### config.mk
export PLATFORM = sky130hd
export DESIGN_NAME = led_sequencer
export DESIGN_NICKNAME = d
export VERILOG_FILES = /design/src/rtl/led_sequencer.sv
export SDC_FILE = /design/constraint.sdc
export NUM_CORES = 1
export LEC_CHECK = 0
export ABC_AREA = 1
export CAP_MARGIN = 20
export CORE_MARGIN = 4
export CORE_UTILIZATION = 30
export DETAILED_ROUTE_END_ITERATION = 7
export GPL_ROUTABILITY_DRIVEN = 0
export GPL_TIMING_DRIVEN = 0
export PLACE_DENSITY = 0.56
export SYNTH_ARGS = -nofsm -noshare
export SYNTH_HDL_FRONTEND = slang
export SYNTH_SLANG_ARGS = --single-unit
### constraint.sdc
create_clock -name i_clk -period 3.8 [get_ports i_clk]
set_input_delay 0.76 -clock i_clk [delete_from_list [all_inputs] [get_ports i_clk]]
set_output_delay 0.76 -clock i_clk [all_outputs]
set_load 0.02 [all_outputs]
### src/rtl/led_sequencer.sv
// -----------------------------------------------------------------------------
// led_sequencer
// LED pattern generator for board bring-up and status display. Steps through
// one of four patterns (shift, bounce, fill, blink) either on a free-running
// prescaler or on manual step requests while paused.
//
// Parameters:
//   N_LEDS   number of LED outputs (2..32)
//   TICK_DIV clock cycles per pattern step while free-running (>= 1)
//   CNT_W    prescaler width, 2**CNT_W > TICK_DIV
//   PWM_W    duty-cycle width (only with LED_SEQUENCER_PWM_EN)
//
// Ports:
//   i_clk    system clock
//   i_rst_n  asynchronous active-low reset
//   i_mode   pattern select: 0 SHIFT, 1 BOUNCE, 2 FILL, 3 BLINK
//   i_run    1 = free-run on prescaler, 0 = paused / manual stepping
//   i_step   manual step request, rising edge honoured only while paused
//   i_duty   PWM brightness (only with LED_SEQUENCER_PWM_EN)
//   o_leds   registered LED drive, active-high
//   o_tick   one-cycle pulse alongside every pattern step
//   o_wrap   one-cycle pulse on the step that returns to the start state
//
// Optional feature macro: LED_SEQUENCER_PWM_EN adds brightness gating of
// o_leds from a free-running PWM counter compared against i_duty.
// -----------------------------------------------------------------------------
// state (mode_q) | meaning
// ---------------+---------------------------------------------------------
// MODE_SHIFT     | single lit LED walks 0..N-1, wraps to 0
// MODE_BOUNCE    | single lit LED walks up to N-1 and back down to 0
// MODE_FILL      | thermometer fill 0..N lit, then empty
// MODE_BLINK     | all LEDs toggle between off and on
// -----------------------------------------------------------------------------
module led_sequencer #(
    parameter int N_LEDS   = 4,
    parameter int TICK_DIV = 2600000,
    parameter int CNT_W    = 32
`ifdef LED_SEQUENCER_PWM_EN
    ,
    parameter int PWM_W    = 4
`endif
) (
    input  logic              i_clk,
    input  logic              i_rst_n,
    input  logic [1:0]        i_mode,
    input  logic              i_run,
    input  logic              i_step,
`ifdef LED_SEQUENCER_PWM_EN
    input  logic [PWM_W-1:0]  i_duty,
`endif
    output logic [N_LEDS-1:0] o_leds,
    output logic              o_tick,
    output logic              o_wrap
);

    localparam int PW = $clog2(N_LEDS + 1);
    localparam logic [CNT_W-1:0] RELOAD = CNT_W'(TICK_DIV - 1);
    localparam logic [PW-1:0] POS_LAST = PW'(N_LEDS - 1);
    localparam logic [PW-1:0] POS_FULL = PW'(N_LEDS);
    localparam logic [PW-1:0] POS_ONE  = PW'(1);

    typedef enum logic [1:0] {
        MODE_SHIFT  = 2'd0,
        MODE_BOUNCE = 2'd1,
        MODE_FILL   = 2'd2,
        MODE_BLINK  = 2'd3
    } mode_t;

    mode_t             mode_q;
    logic [PW-1:0]     pos, pos_d;
    logic              dir_down, dir_down_d;
    logic [CNT_W-1:0]  cnt, cnt_d;
    logic              step_q;
    logic              mode_chg;
    logic              adv;
    logic              tick_d, wrap_d;
    logic [N_LEDS-1:0] pat_d;
    logic [N_LEDS-1:0] leds_d;

`ifdef LED_SEQUENCER_PWM_EN
    logic [PWM_W-1:0]  pwm_cnt;
`endif

    // State register: pattern position, prescaler, edge detector and the
    // registered outputs all move together so o_leds/o_tick/o_wrap align.
    always_ff @(posedge i_clk or negedge i_rst_n) begin
        if (!i_rst_n) begin
            mode_q   <= MODE_SHIFT;
            pos      <= '0;
            dir_down <= 1'b0;
            cnt      <= RELOAD;
            step_q   <= 1'b0;
            o_leds   <= N_LEDS'(1);
            o_tick   <= 1'b0;
            o_wrap   <= 1'b0;
        end else begin
            mode_q   <= mode_t'(i_mode);
            pos      <= pos_d;
            dir_down <= dir_down_d;
            cnt      <= cnt_d;
            step_q   <= i_step;
            o_leds   <= leds_d;
            o_tick   <= tick_d;
            o_wrap   <= wrap_d;
        end
    end

`ifdef LED_SEQUENCER_PWM_EN
    always_ff @(posedge i_clk or negedge i_rst_n) begin
        if (!i_rst_n) begin
            pwm_cnt <= '0;
        end else begin
            pwm_cnt <= pwm_cnt + 1'b1;
        end
    end
`endif

    // Next-state logic: prescaler / step detection and pattern advance.
    always_comb begin
        mode_chg   = (i_mode != mode_q);
        adv        = 1'b0;
        cnt_d      = RELOAD;
        pos_d      = pos;
        dir_down_d = dir_down;
        tick_d     = 1'b0;
        wrap_d     = 1'b0;

        if (i_run) begin
            if (cnt == '0) begin
                adv = 1'b1;
            end else begin
                cnt_d = cnt - 1'b1;
            end
        end else begin
            adv = i_step & ~step_q;
        end

        // A mode change restarts the new pattern and swallows any step
        // that happened to land on the same cycle.
        if (mode_chg) begin
            pos_d      = '0;
            dir_down_d = 1'b0;
            cnt_d      = RELOAD;
        end else if (adv) begin
            tick_d = 1'b1;
            case (mode_q)
                MODE_SHIFT: begin
                    if (pos == POS_LAST) begin
                        pos_d  = '0;
                        wrap_d = 1'b1;
                    end else begin
                        pos_d = pos + 1'b1;
                    end
                end
                MODE_BOUNCE: begin
                    // Turn around at either end before moving so the ends
                    // are not repeated.
                    if ((!dir_down && pos != POS_LAST) || (dir_down && pos == '0)) begin
                        pos_d = pos + 1'b1;
                    end else begin
                        pos_d = pos - 1'b1;
                    end
                    if (pos_d == POS_LAST) begin
                        dir_down_d = 1'b1;
                    end else if (pos_d == '0) begin
                        dir_down_d = 1'b0;
                        wrap_d     = 1'b1;
                    end
                end
                MODE_FILL: begin
                    if (pos == POS_FULL) begin
                        pos_d  = '0;
                        wrap_d = 1'b1;
                    end else begin
                        pos_d = pos + 1'b1;
                    end
                end
                MODE_BLINK: begin
                    if (pos == POS_ONE) begin
                        pos_d  = '0;
                        wrap_d = 1'b1;
                    end else begin
                        pos_d = POS_ONE;
                    end
                end
                default: begin
                    pos_d = '0;
                end
            endcase
        end
    end

    // Output logic: pattern for the next position. i_mode is used rather
    // than mode_q so a mode change shows the new start pattern at once;
    // without a change the two are equal.
    always_comb begin
        pat_d = '0;
        for (int i = 0; i < N_LEDS; i++) begin
            case (mode_t'(i_mode))
                MODE_SHIFT,
                MODE_BOUNCE: pat_d[i] = (pos_d == PW'(i));
                MODE_FILL:   pat_d[i] = (PW'(i) < pos_d);
                MODE_BLINK:  pat_d[i] = (pos_d == POS_ONE);
                default:     pat_d[i] = 1'b0;
            endcase
        end
`ifdef LED_SEQUENCER_PWM_EN
        leds_d = pat_d & {N_LEDS{pwm_cnt < i_duty}};
`else
        leds_d = pat_d;
`endif
    end

endmodule

==> out/results.ini <==
[outcome]
status=finished, final reports clean

[placed_design]
io_buffers=11
placed_area_mm2=0.00291
post-place-cells=449
dp_hpwl_mm=4.04
dpl_worst_slack_ps=970

[clocking]
postCtsSetupBuffers=0
cts-root-buf=clkbuf_8
htree_levels=2
post_cts_resized=0
clock-sinks=45
clkTransAtPathRegs_ps=90
cts_tree=yes
clkLatencyLatePin_ps=300
ctsHoldBuffers=0
cts_buffers=5
clockBufferDepth=2

[logic_synthesis]
yosysSeqAreaShare_pct=43.2
async_reset_ff_share_pct=100
synth_xor_area_share_pct=6.28
synth.area.top_cells=dfrtp_1 28%, dfstp_2 15%, nand2_1 8.2%
yosys-mux-area-fraction_pct=0
synth-edff-count=0
synth_common_cells=58 x nand2_1, 50 x nor2_1, 38 x inv_1
synth_cell_type_count=33
synth_compound_area_share_pct=6.19
ys_seq_elements=45
synth_fa_ha_area_share_pct=3.78
synth_top_family_by_area=simple AND/OR/NAND/NOR gates
synth_largest_area_cell=dfrtp_1
syn_area_per_cell_um2=8.05
syn-instance-count=329
synth_nets=343
yosys_warnings=0
yosysTopAreaCellShare_pct=28.3
synthSimpleGateAreaFrac_pct=33.9
synth_area_mm2=0.00265
synth.most_common_cell=nand2_1
synth_ff_type=dfrtp_1

[final_layout]
nNetsFinal=362
stdcell_area_mm2=0.00302
syn2layout_area_growth_pct=13.9
nFillCells=912
stdcell_count=457
drive_above_1_share_pct=17.2
antenna_cells=0
multi_input_area_mm2=0.00133
seq_area_mm2=0.00114

[worst_setup_path]
worst_r2r_path_depth=13
path_max_fanout=10
worstPathCellList=clkdlybuf4s50_1 -> inv_1 -> nand2_1 -> and3_1 -> buf_2 -> inv_2 -> nor2_2 -> inv_2 -> buf_2 -> nor2_1
cp_slowest_cell=clkdlybuf4s50_1
critPathMaxStageDelay_ps=530
cp.required_ps=4030
path_class=input pin to flop
r2r_start=pos[0]
r2r-end=o_leds[0]
cp.arrival_ps=2690
crit_path_end_kind=flop
r2r_slack_ps=1800
worstSetupStartpointType=input pin

[die]
core_area_mm2=0.00864
fp.dieArea_mm2=0.0104
die_h_um=102
die_w_um=102
start_util_pct=30.7
row_count=34
io_pins=12

[route]
ant_nets=0
drc=0
via_per_inst=4.60
drt_iter0_markers=79
firstDrtPassIters=4
vias=2100
detail_route.wl_per_cell_um=11.7
routed_wirelength_mm=5.37

[sta]
setup_viol_count_final=0
tightest_slew_ps=410
hold_viol=0
rsz0062_at_grt=no
maxSlewViolCount=0
worst_slack_ps=1330
tns_ps=0
finalWorstPathRequiredPeriod_ps=2470
finalCritPeriodShare_pct=64.9
skew_ps=10.9
clock.fmax_mhz=405
relSlewSlack_pct=72.0

[pwr]
leakage_nw=1.33
ir_drop_v=0.000192
power_density_mw_per_mm2=319

[grt]
grt_max_degree=31
grt_overflow_total=0
grt_pass1_wl_mm=9.50
grt_pass1_vias=2108
grt_usage_pct=11.4
antenna_found_initial=0

[run]
maxCapViolCount=0

[hold_path]
hold_path.class=input pin to asynchronous set/reset pin

[flip-flops by register name, indices dropped and copies added, names as in the netlist]
name and count:
cnt 32, o_leds 4, pos 3, mode_q 2, dir_down 1, o_tick 1, o_wrap 1, step_q 1
[report_power, final]
part | switching [mW] | total (mW) | internal [mW]
Clock | 0.166 | 0.361 | 0.195
Combinational | 0.0685 | 0.105 | 0.0366
Sequential | 0.00587 | 0.495 | 0.490
Total | 0.240 | 0.962 | 0.722
[stage by stage]
| stage | hold WS, ps | util, % | power, mW |
|---|---|---|---|
| finish | 371 | 34.9 | 0.962 |
| global route | 369 | 34.9 | 1.02 |
| CTS | 365 | 34.9 | 0.985 |
| detailed placement | 455 | 33.7 | 0.612 |
| global placement | 448 | 33.5 | 0.608 |
| floorplan | 436 | - | 0.567 |
[metal layers]
| metal | vias to the layer above | track usage (%) | part of all wire (%) |
|---|---|---|---|
| li1 | 1083 | - | - |
| met1 | 986 | 14.6 | 48 |
| met2 | 24 | 18.8 | 46 |
| met3 | 7 | 2.94 | 3.7 |
| met4 | 0 | 3.73 | 1.3 |
| met5 | - | 0 | 0 |
[worst max path at each step]
stage	start	cells past startpoint	slack (ps)	to
3_5_place_dp	i_mode[1]	10	970	cnt[28]
6_report	i_mode[1]	10	1330	cnt[25]
4_1_cts	i_mode[1]	10	1290	cnt[28]
3_3_place_gp	i_rst_n	1	650	o_tick
2_1_floorplan	i_mode[0]	8	1920	cnt[20]
5_1_grt	i_mode[1]	10	1070	cnt[28]
[worst max-delay path, delay by kind of cell]
family        cells  cell delay [ps]
buf+inv           6             1330
simple gates      4              590
[final cells by class]
cell class	count	area share (%)
multi-input combinational	238	44.0
sequential	45	38.0
inverter	43	5.35
tap	108	4.48
timing repair buffer	12	4.15
clock buffer	6	2.41
clock inverter	2	1.16
buffer	3	0.498
[cell families after synthesis]
logic type,after synthesis
flip-flops,45
AND/OR/NAND/NOR,183
AO/OA/AOI/OAI,28
XOR/XNOR,19
buffers and inverters,46
adder cells (fa/ha/maj),8
[placed cells by master (no fill, tap or decap), types with 6 or more instances in the layout]
cell type	instances
nand2_2	6
clkdlybuf4s50_1	10
dfrtp_1	30
a21oi_1	11
ha_1	8
nor2_1	50
nand3_1	29
dfstp_2	15
nor3_1	6
o21ai_0	11
nand4_1	6
nor2_2	8
xnor2_1	7
inv_1	38
xor2_1	12
nand2_1	58
Power figures use the tool's default switching activity.
